===== src/rtl/nn_pkg.sv =====
`default_nettype none
// ============================================================================
// Module   : nn_pkg
// Purpose  : Shared types and constants for the digit-recognition datapath.
//            - State encoding of the weight-ROM MAC sequencer.
//            - Default accumulator and result widths.
//            - Product width of a signed 16-bit weight times an unsigned
//              8-bit activation.
// Revision : 1.0 - initial release
// ============================================================================
package nn_pkg;

    localparam int ACC_W_DEF = 32;
    localparam int OUT_W_DEF = 16;

    // 16-bit signed weight x 9-bit signed (zero-extended 8-bit) activation
    localparam int PROD_W = 25;

    typedef enum logic [2:0] {
        ST_IDLE   = 3'd0,
        ST_PRIME  = 3'd1,
        ST_RUN    = 3'd2,
        ST_DRAIN1 = 3'd3,
        ST_DRAIN2 = 3'd4,
        ST_DONE   = 3'd5
    } mac_state_e;

endpackage : nn_pkg
`default_nettype wire


===== src/rtl/sat_shift.sv =====
`default_nettype none
// ============================================================================
// Module   : sat_shift
// Purpose  : Combinational arithmetic right shift followed by saturation of
//            a signed value to a narrower signed width.
// Ports    : acc_i    in  IN_W   signed input value
//            result_o out OUT_W  (acc_i >>> SHIFT) clipped to OUT_W
//            sat_o    out 1      high when clipping occurred
// Revision : 1.0 - initial release
// ============================================================================
module sat_shift #(
    parameter int IN_W  = 32,
    parameter int OUT_W = 16,
    parameter int SHIFT = 0
) (
    input  logic signed [IN_W-1:0]  acc_i,
    output logic signed [OUT_W-1:0] result_o,
    output logic                    sat_o
);

    // Limits of OUT_W expressed at IN_W; MIN is the bitwise inverse of MAX
    localparam logic signed [IN_W-1:0] MAX_V = IN_W'((64'sd1 <<< (OUT_W - 1)) - 64'sd1);
    localparam logic signed [IN_W-1:0] MIN_V = ~MAX_V;

    logic signed [IN_W-1:0] shifted_w;

    assign shifted_w = acc_i >>> SHIFT;

    always_comb begin
        sat_o    = 1'b0;
        result_o = shifted_w[OUT_W-1:0];
        if (shifted_w > MAX_V) begin
            sat_o    = 1'b1;
            result_o = MAX_V[OUT_W-1:0];
        end else if (shifted_w < MIN_V) begin
            sat_o    = 1'b1;
            result_o = MIN_V[OUT_W-1:0];
        end
    end

endmodule : sat_shift
`default_nettype wire


===== src/rtl/weight_rom_mac.sv =====
`default_nettype none
// ============================================================================
// Module   : weight_rom_mac
// Purpose  : Walks a 256x16 weight pROM (bypass mode, 1-cycle latency) over
//            addresses 0..N_TAPS-1, multiplies each signed weight with one
//            unsigned activation from a valid/ready stream, accumulates the
//            dot product and presents it shifted and saturated.
// Ports    : clk, reset         clock, synchronous active-high reset
//            start              begin a dot product (IDLE only)
//            x_data/x_valid/x_ready   activation stream
//            rom_ad/rom_ce/rom_oce/rom_reset/rom_dout   pROM pins
//            busy               high outside IDLE
//            result/sat         saturated result and clip flag, held
//            result_valid       one-cycle completion pulse
// Revision : 1.0 - initial release
// ============================================================================
module weight_rom_mac
    import nn_pkg::*;
#(
    parameter int N_TAPS = 150,
    parameter int ACC_W  = ACC_W_DEF,
    parameter int SHIFT  = 0,
    parameter int OUT_W  = OUT_W_DEF
) (
    input  logic             clk,
    input  logic             reset,
    input  logic             start,
    input  logic [7:0]       x_data,
    input  logic             x_valid,
    output logic             x_ready,
    output logic [7:0]       rom_ad,
    output logic             rom_ce,
    output logic             rom_oce,
    output logic             rom_reset,
    input  logic [15:0]      rom_dout,
    output logic             busy,
    output logic [OUT_W-1:0] result,
    output logic             result_valid,
    output logic             sat
);

    localparam logic [7:0] LAST_TAP = 8'(N_TAPS - 1);

    mac_state_e               state_q;
    logic [7:0]               addr_q;
    logic [7:0]               tap_q;
    logic signed [PROD_W-1:0] prod_q;
    logic signed [PROD_W-1:0] prod_d;
    logic                     prod_vld_q;
    logic signed [ACC_W-1:0]  acc_q;
    logic signed [ACC_W-1:0]  acc_d;
    logic [OUT_W-1:0]         result_q;
    logic                     sat_q;
    logic                     result_valid_q;
    logic                     fire;
    logic signed [PROD_W-1:0] weight_ext;
    logic signed [PROD_W-1:0] act_ext;
    logic signed [OUT_W-1:0]  clip_res;
    logic                     clip_sat;

    assign x_ready   = (state_q == ST_RUN);
    assign fire      = x_valid & x_ready;
    // The ROM only advances on a fire, so its output holds the pending weight
    // across stalls; PRIME issues the read of address 0 ahead of the first fire.
    assign rom_ce    = (state_q == ST_PRIME) | fire;
    assign rom_ad    = addr_q;
    assign rom_oce   = 1'b1;
    assign rom_reset = reset;
    assign busy      = (state_q != ST_IDLE);

    assign result       = result_q;
    assign sat          = sat_q;
    assign result_valid = result_valid_q;

    assign weight_ext = {{(PROD_W-16){rom_dout[15]}}, rom_dout};
    assign act_ext    = {{(PROD_W-8){1'b0}}, x_data};
    assign prod_d     = weight_ext * act_ext;
    assign acc_d      = acc_q + {{(ACC_W-PROD_W){prod_q[PROD_W-1]}}, prod_q};

    sat_shift #(
        .IN_W  (ACC_W),
        .OUT_W (OUT_W),
        .SHIFT (SHIFT)
    ) u_sat_shift (
        .acc_i    (acc_q),
        .result_o (clip_res),
        .sat_o    (clip_sat)
    );

    always_ff @(posedge clk) begin
        if (reset) begin
            state_q        <= ST_IDLE;
            addr_q         <= 8'd0;
            tap_q          <= 8'd0;
            prod_q         <= '0;
            prod_vld_q     <= 1'b0;
            acc_q          <= '0;
            result_q       <= '0;
            sat_q          <= 1'b0;
            result_valid_q <= 1'b0;
        end else begin
            result_valid_q <= 1'b0;
            // Two-stage pipe: multiply on fire, accumulate one cycle later
            prod_vld_q     <= fire;
            if (fire) begin
                prod_q <= prod_d;
            end
            if (prod_vld_q) begin
                acc_q <= acc_d;
            end

            case (state_q)
                ST_IDLE: begin
                    acc_q      <= '0;
                    tap_q      <= 8'd0;
                    prod_vld_q <= 1'b0;
                    addr_q     <= 8'd0;
                    if (start) begin
                        state_q <= ST_PRIME;
                    end
                end
                ST_PRIME: begin
                    addr_q  <= 8'd1;
                    state_q <= ST_RUN;
                end
                ST_RUN: begin
                    if (fire) begin
                        addr_q <= addr_q + 8'd1;
                        tap_q  <= tap_q + 8'd1;
                        if (tap_q == LAST_TAP) begin
                            state_q <= ST_DRAIN1;
                        end
                    end
                end
                ST_DRAIN1: begin
                    state_q <= ST_DRAIN2;
                end
                ST_DRAIN2: begin
                    result_q       <= clip_res;
                    sat_q          <= clip_sat;
                    result_valid_q <= 1'b1;
                    state_q        <= ST_DONE;
                end
                ST_DONE: begin
                    state_q <= ST_IDLE;
                end
                default: begin
                    state_q <= ST_IDLE;
                end
            endcase
        end
    end

endmodule : weight_rom_mac
`default_nettype wire


===== config.mk =====
export PLATFORM = sky130hd
export DESIGN_NAME = weight_rom_mac
export DESIGN_NICKNAME = d
export VERILOG_FILES = /design/src/rtl/nn_pkg.sv /design/src/rtl/sat_shift.sv /design/src/rtl/weight_rom_mac.sv
export SDC_FILE = /design/constraint.sdc
export NUM_CORES = 1
export LEC_CHECK = 0
export BUFFER_PORTS_ARGS = -buffer_cell sky130_fd_sc_hd__buf_2
export CAP_MARGIN = 15
export CORE_ASPECT_RATIO = 0.5
export CORE_MARGIN = 2
export CORE_UTILIZATION = 57
export DETAILED_ROUTE_END_ITERATION = 12
export PLACE_DENSITY_LB_ADDON = 0.08
export SYNTH_ARGS = -nofsm -noshare
export SYNTH_HDL_FRONTEND = slang
export SYNTH_HIERARCHICAL = 1
export SYNTH_SLANG_ARGS = --single-unit

===== constraint.sdc =====
create_clock -name clk -period 5.4 [get_ports clk]
set_clock_uncertainty 0.1 [all_clocks]
set_input_delay 1.08 -clock clk [delete_from_list [all_inputs] [get_ports clk]]
set_output_delay 1.08 -clock clk [all_outputs]
set_load 0.05 [all_outputs]

==> qor.yml, run 1 <==
status: "finished clean"
report.final.slew_viol_count: 0
grt_pass1_wl_um: 39000
num_vias: 8243
syn_nets: 1406
clkLatencyLatePin_ns: 0.34
p_sw_w: 0.00175
p_leak_nw: 5.65
drc_errors: 0
comb_power_share_pct: 66.8
fin_crit_sh_pct: 97.4
critical-path-top-delay-family: "adder cells"
grt.overflow.total: 0
grt.total_usage_pct: 25.8
setup_viol: 0
synth_commonest_cells: "182 x inv_1, 150 x nand2_1, 103 x fa_1"
pin_count: 59
irDropWorstVdd_uv: 230
r2r_end: "acc_q[30]$_SDFFE_PP0P_"
yosysTopAreaCellShare_pct: 20.7
synth_cells: 1191
antenna_found_initial: 0
die_h_um: 97.5
synth-seq-cells: 95
cts_tree: "yes"
drt_iter0_markers: 432
initial_core_util_pct: 57.7
synth_area_sq_mm: 0.00997
drv_cap: 0
via_per_inst: 5.37
yosysMostFrequentCell: "inv_1"
hp-start: "result[8]$_SDFFE_PP0P_"
worstSetupEndpointType: "flop"
p_per_area_mw_per_mm2: 368
fmax_mhz: 190
final_antenna_net_count: 0
drive_gt1_share_pct: 16.4
r2r_setup_slack_ns: 2.28
path_cells: "buf_8 -> nand2_2 -> fa_1 -> inv_1 -> fa_1 -> fa_1 -> inv_1 -> fa_1 -> inv_1 -> ha_4 -> a21o_1 -> a21oi_2 -> and2_4 -> nor2b_1 -> o31ai_4 -> a21oi_2 -> o41ai_2 -> mux2i_1 -> nand2_1"
area_growth_pct: 15.7
synth_area_leaders: "fa_1 21%, dfxtp_1 19%, ha_1 11%"
fp.dieW_um: 191
crit_fanout: 12
gp_congestion: 0.908
pwr-share-seq_pct: 17.9
slew-limit-headroom_pct: 31.0
antenna_cells: 0
core_area_sq_mm: 0.0173
finalHoldViolCount: 0
path_buf_inv: 4
dp_hpwl_um: 18600
p_int_w: 0.00249
worstRegToRegCells: 12
row_count: 34
grt_pass1_vias: 8066
numPortBuffers: 57
min_to: "result[8]$_SDFFE_PP0P_"
grt_max_degree: 61
cpMostUsedCell: "fa_1"
totalWireLength_um: 23000
synthFlopType: "dfxtp_1"
avgSynthCellArea_sq_um: 8.37
clockBufferDepth: 2
yosysTopAreaCell: "fa_1"
dpl-instance-area_sq_mm: 0.0110
power_frac_clock_pct: 15.2
tns_ns: 0
die_area_sq_mm: 0.0186
synth-async-reset-ratio_pct: 0
yosysSeqAreaShare_pct: 19.1
drt-pass1-iter-count: 5
worst_slew_pin_slew_ns: 1.04
htree_levels: 3
max_stage_delay_ns: 0.54
timing.rr.start: "acc_q[0]$_SDFFE_PP0P_"
clkTransAtPathRegs_ns: 0.07
cts_made_buffers: 9
cts_sinks: 95
criticalPathCategory: "in2reg"
stdcell_area_sq_mm: 0.0115
layout.nets: 1513
crit_path_start_kind: "input port"
swShare_pct: 41.3
fillers: 1520
period_minus_slack_ns: 5.26
ys_types: 73
avgRoutedWirePerCell_um: 14.9
hold_class: "reg2reg"
critical_path_required_ns: 5.54
slowest_stage: "fa_1"
cts_root_buffer: "clkbuf_16"
hold_depth: 2
synth_enable_flop_cells: 0
yosys_warnings: 6
cp_data_arrival_time_ns: 5.40
through the flow:
| step | std cells | hold slack, ns | util [%] | setup WS, ns | total power (W) |
|---|---|---|---|---|---|
| global placement | 1520 | 0.340 | 63.6 | -0.258 | 0.00330 |
| floorplan | 1191 | 0.336 | - | 0.0186 | 0.00247 |
| CTS | 1535 | 0.352 | 65.3 | 0.0245 | 0.00401 |
| detailed placement | 1520 | 0.343 | 63.6 | -0.375 | 0.00335 |
| global route | 1536 | 0.368 | 66.8 | -0.0514 | 0.00464 |
| finish | 1536 | 0.349 | 66.8 | 0.142 | 0.00424 |
sequential cells by signal (all words and copies together) (netlist names):
name	count
acc_q	32
prod_q	25
prod_vld_q	1
result	16
result_valid	1
rom_ad	8
sat	1
state_q	3
tap_q	8
layer usage:
metal	wire (um)	part of all wire, %	GRT usage (%)	vias to the layer above
met5	0	0	0	-
met4	207	0.90	4.67	0
met3	1060	4.6	3.32	16
met2	9770	43	40.4	168
met1	11900	52	38.5	3962
li1	-	-	-	4097
worst min-delay path: stages (launching register included):
cell	delay, ns
dfxtp_1	0.31
nand2_1	0.05
a21oi_1	0.05
cell type report:
type | instances | area, sq um | share of cell area (%)
multi-input combinational | 872 | 7390 | 64.0
sequential | 95 | 1900 | 16.5
tap | 234 | 293 | 2.54
inverter | 182 | 683 | 5.92
clock buffer | 12 | 256 | 2.22
clock inverter | 3 | 42.5 | 0.369
timing repair buffer | 138 | 970 | 8.41
logic make-up after synthesis:
group,count (synthesis),share of synthesized area [%]
buffers and inverters,224,8.68
adders and majority gates,187,31.2
muxes,23,2.31
xor gates and xnor gates,58,5.09
AOI/OAI and AO/OA,209,14.2
DFF,95,19.1
and+or+nand+nor,394,19.4
other,1,0.0376
power groups by stage:
stage	combinational (W)	clock [W]	sequential, W
after global placement	0.00252	0	0.000775
after global routing	0.00319	0.000684	0.000764
after floorplan	0.00171	0	0.000760
final	0.00283	0.000645	0.000761
after detailed placement	0.00257	0	0.000775
after CTS	0.00260	0.000657	0.000760
worst max path at each step:
stage          depth (start not counted)                 endpoint       from
4_1_cts                               19  prod_q[18]$_SDFFE_PP0P_  x_data[5]
2_1_floorplan                         19  prod_q[23]$_SDFFE_PP0P_  x_data[5]
3_5_place_dp                          19  prod_q[23]$_SDFFE_PP0P_  x_data[5]
6_report                              19  prod_q[23]$_SDFFE_PP0P_  x_data[3]
5_1_grt                               17  prod_q[23]$_SDFFE_PP0P_  x_data[3]
3_3_place_gp                          19  prod_q[23]$_SDFFE_PP0P_  x_data[2]
cells in the final DEF (no fill, tap or decap), types with 7 or more instances in the layout:
cell / n
xnor2_1: 34
inv_1: 180
nand3b_1: 9
nand2_1: 144
ha_1: 78
nor2_1: 72
dfxtp_1: 94
fa_1: 102
buf_2: 45
xor2_1: 24
a211oi_1: 10
clkbuf_16: 9
o21bai_1: 8
o21ai_0: 17
nand3_1: 20
mux2i_1: 23
and2_1: 69
buf_6: 7
o211ai_1: 7
nand4_1: 8
a21oi_2: 8
and3_1: 7
nor3_1: 11
a21oi_1: 68
o21a_1: 7
buf_4: 83
a21o_1: 31
what timing repair did:
action	CTS	global route
buffers inserted	0	0
pin swaps	0	18
cloned	0	0
hold buffers	0	0
gates resized for setup	1	70
endpoints found under the setup margin	1	11
Note: power is estimated with default switching activity, not from simulation.
==> run 2, diff against run 1 <==
--- a/config.mk
+++ b/config.mk
@@ -7,12 +7,13 @@
 export LEC_CHECK = 0
 export BUFFER_PORTS_ARGS = -buffer_cell sky130_fd_sc_hd__buf_2
 export CAP_MARGIN = 15
+export CELL_PAD_IN_SITES_DETAIL_PLACEMENT = 1
+export CELL_PAD_IN_SITES_GLOBAL_PLACEMENT = 1
 export CORE_ASPECT_RATIO = 0.5
 export CORE_MARGIN = 2
-export CORE_UTILIZATION = 57
+export CORE_UTILIZATION = 52
 export DETAILED_ROUTE_END_ITERATION = 12
 export PLACE_DENSITY_LB_ADDON = 0.08
 export SYNTH_ARGS = -nofsm -noshare
 export SYNTH_HDL_FRONTEND = slang
-export SYNTH_HIERARCHICAL = 1
 export SYNTH_SLANG_ARGS = --single-unit
==> constraint.sdc (replaced) <==
create_clock -name clk -period 6.4 [get_ports clk]
set_clock_uncertainty 0.1 [all_clocks]
set_input_delay 1.28 -clock clk [delete_from_list [all_inputs] [get_ports clk]]
set_output_delay 1.28 -clock clk [all_outputs]
set_load 0.05 [all_outputs]
==> run 2 against run 1 <==
Compared with the run above:
- count of clock-buffer cells in the layout down 1
- critical path depth down 1
- die area up 8.0%
- via count down 2.1%
==> qor.yml, run 2 <==
cts_made_buffers: 9
layout.nets: 1418
ctsResizeCount: 0
synth_enable_flop_cells: 0
syn_nets: 1390
grt_max_degree: 57
cts_tree: "yes"
period_minus_slack_ns: 5.92
grt_pass1_wl_um: 43100
pin_count: 59
critical-path-top-delay-family: "adder cells"
num_vias: 8068
clockBufferDepth: 2
setup_viol: 0
hold_depth: 2
final_cell_mix: "166 x inv_1, 135 x nand2_1, 103 x fa_1, 95 x dfxtp_1, 84 x ha_1"
die_area_sq_mm: 0.0201
cpMostUsedCell: "fa_1"
fp.dieW_um: 199
antenna_cells: 0
synth_commonest_cells: "166 x inv_1, 135 x nand2_1, 103 x fa_1"
criticalPathCategory: "in2reg"
rsz0062_at_grt: "no"
drt-pass1-iter-count: 4
clkLatencyLatePin_ns: 0.35
worstRegToRegCells: 13
tns_ns: 0
cts_root_buffer: "clkbuf_16"
synth_area_sq_mm: 0.00985
hold_class: "reg2reg"
worstSetupEndpointType: "flop"
antenna_found_initial: 0
initial_core_util_pct: 53.3
grt.total_usage_pct: 26.8
r2r_setup_slack_ns: 3.27
critical_path_required_ns: 6.54
path_buf_inv: 4
path_cells: "buf_2 -> nand2_1 -> fa_1 -> inv_1 -> fa_1 -> fa_1 -> inv_1 -> fa_1 -> inv_1 -> ha_1 -> a21oi_1 -> o2111ai_1 -> a31oi_1 -> o31ai_1 -> a21oi_1 -> o21ai_1 -> or4_1 -> and3_1"
yosysTopAreaCell: "fa_1"
numPortBuffers: 57
p_per_area_mw_per_mm2: 298
synthFlopType: "dfxtp_1"
cts_setup_buffers: 0
clkTransAtPathRegs_ns: 0.07
totalWireLength_um: 25600
die_h_um: 101
fillers: 2241
grt_pass1_vias: 8492
drc_errors: 0
htree_levels: 3
avgRoutedWirePerCell_um: 17.4
via_per_inst: 5.50
avgSynthCellArea_sq_um: 8.38
yosysMostFrequentCell: "inv_1"
top_register: "acc_q"
p_leak_nw: 4.95
layout_commonest_cell: "inv_1"
status: "finished clean"
r2r_end: "acc_q[28]$_SDFFE_PP0P_"
worst_slew_pin_slew_ns: 1.07
layout.cells.non_filler: 1467
synth_cells: 1175
max_stage_delay_ns: 0.54
hp-start: "result[7]$_SDFFE_PP0P_"
slew-limit-headroom_pct: 28.5
largest_register_ffs: 32
fmax_mhz: 169
gp_congestion: 0.861
synth_area_leaders: "fa_1 21%, dfxtp_1 19%, ha_1 11%"
drv_cap: 0
core_area_sq_mm: 0.0185
synth-seq-cells: 95
min_to: "result[7]$_SDFFE_PP0P_"
drt_iter0_markers: 326
slowest_stage: "fa_1"
finalHoldViolCount: 0
yosys_warnings: 0
ys_types: 68
final_antenna_net_count: 0
dp_hpwl_um: 20100
cts_sinks: 95
yosysSeqAreaShare_pct: 19.3
grt.overflow.total: 0
crit_fanout: 16
area_growth_pct: 8.08
synth-async-reset-ratio_pct: 0
irDropWorstVdd_uv: 144
cp_data_arrival_time_ns: 6.06
dpl.cell_count: 1450
crit_path_start_kind: "input port"
report.final.slew_viol_count: 0
fin_crit_sh_pct: 92.5
timing.rr.start: "acc_q[0]$_SDFFE_PP0P_"
drive_gt1_share_pct: 8.36
postCtsHoldBufs: 0
row_count: 35
yosysTopAreaCellShare_pct: 20.9
==> run 2: metrics by stage <==
step / power (W) / utilization, % / hold slack, ns / instance area [sq um] / setup slack (ns)
after floorplan: 0.00215 / - / 0.336 / 9850 / 0.518
after global placement: 0.00249 / 55.8 / 0.339 / 10300 / 0.246
after detailed placement: 0.00259 / 55.8 / 0.345 / 10300 / 0.111
after CTS: 0.00320 / 57.6 / 0.353 / 10600 / 0.467
after global routing: 0.00350 / 57.6 / 0.378 / 10600 / 0.0945
final: 0.00317 / 57.6 / 0.347 / 10600 / 0.482
==> run 2: kinds of logic (layout without fill, tap and decap cells) <==
group / after synthesis / in the layout / share of synthesized area, %
AOI/OAI and AO/OA: 226 / 226 / 15.0
muxes: 22 / 22 / 2.26
and+or+nand+nor: 373 / 373 / 18.3
buffers and inverters: 210 / 243 / 8.10
other: 1 / 1 / 0.0381
xor gates and xnor gates: 61 / 61 / 5.42
adders and majority gates: 187 / 187 / 31.6
DFF: 95 / 95 / 19.3
==> run 2: power breakdown <==
part	switching, W	internal, W
Clock	0.000242	0.000357
Sequential	0.0000322	0.000619
Combinational	0.00113	0.000785
==> run 2: how the worst max path moves through the flow <==
stage | endpoint | depth (start not counted) | start
after CTS | prod_q[24]$_SDFFE_PP0P_ | 18 | x_data[2]
after floorplan | prod_q[23]$_SDFFE_PP0P_ | 19 | x_data[2]
after detailed placement | prod_q[24]$_SDFFE_PP0P_ | 20 | x_data[0]
final | prod_q[24]$_SDFFE_PP0P_ | 18 | x_data[2]
after global placement | prod_q[24]$_SDFFE_PP0P_ | 18 | x_data[0]
after global routing | prod_q[24]$_SDFFE_PP0P_ | 18 | x_data[0]
==> run 2: cell type report <==
class | instances | area [sq um] | share of cell area [%]
multi-input cells | 870 | 7150 | 67.2
flip-flops and latches | 95 | 1900 | 17.9
inverters | 166 | 623 | 5.85
well taps | 259 | 324 | 3.04
repair buffers | 61 | 315 | 2.96
clock buffers | 11 | 243 | 2.28
clock inverters | 5 | 86.3 | 0.811
==> run 2: layer usage <==
layer | vias up | GRT usage [%] | wire length, um
li1 | 3898 | - | -
met1 | 4029 | 38.2 | 13100
met2 | 119 | 44.7 | 11500
met3 | 22 | 2.90 | 676
met4 | 0 | 5.45 | 291
met5 | - | 0 | 0
==> run 2: tightest hold or removal path, delay by kind of cell, from the launching register on <==
family           cells  cell delay [ns]
AO/OA/AOI/OAI        1             0.05
flip-flops           1             0.31
AND/OR/NAND/NOR      1             0.05
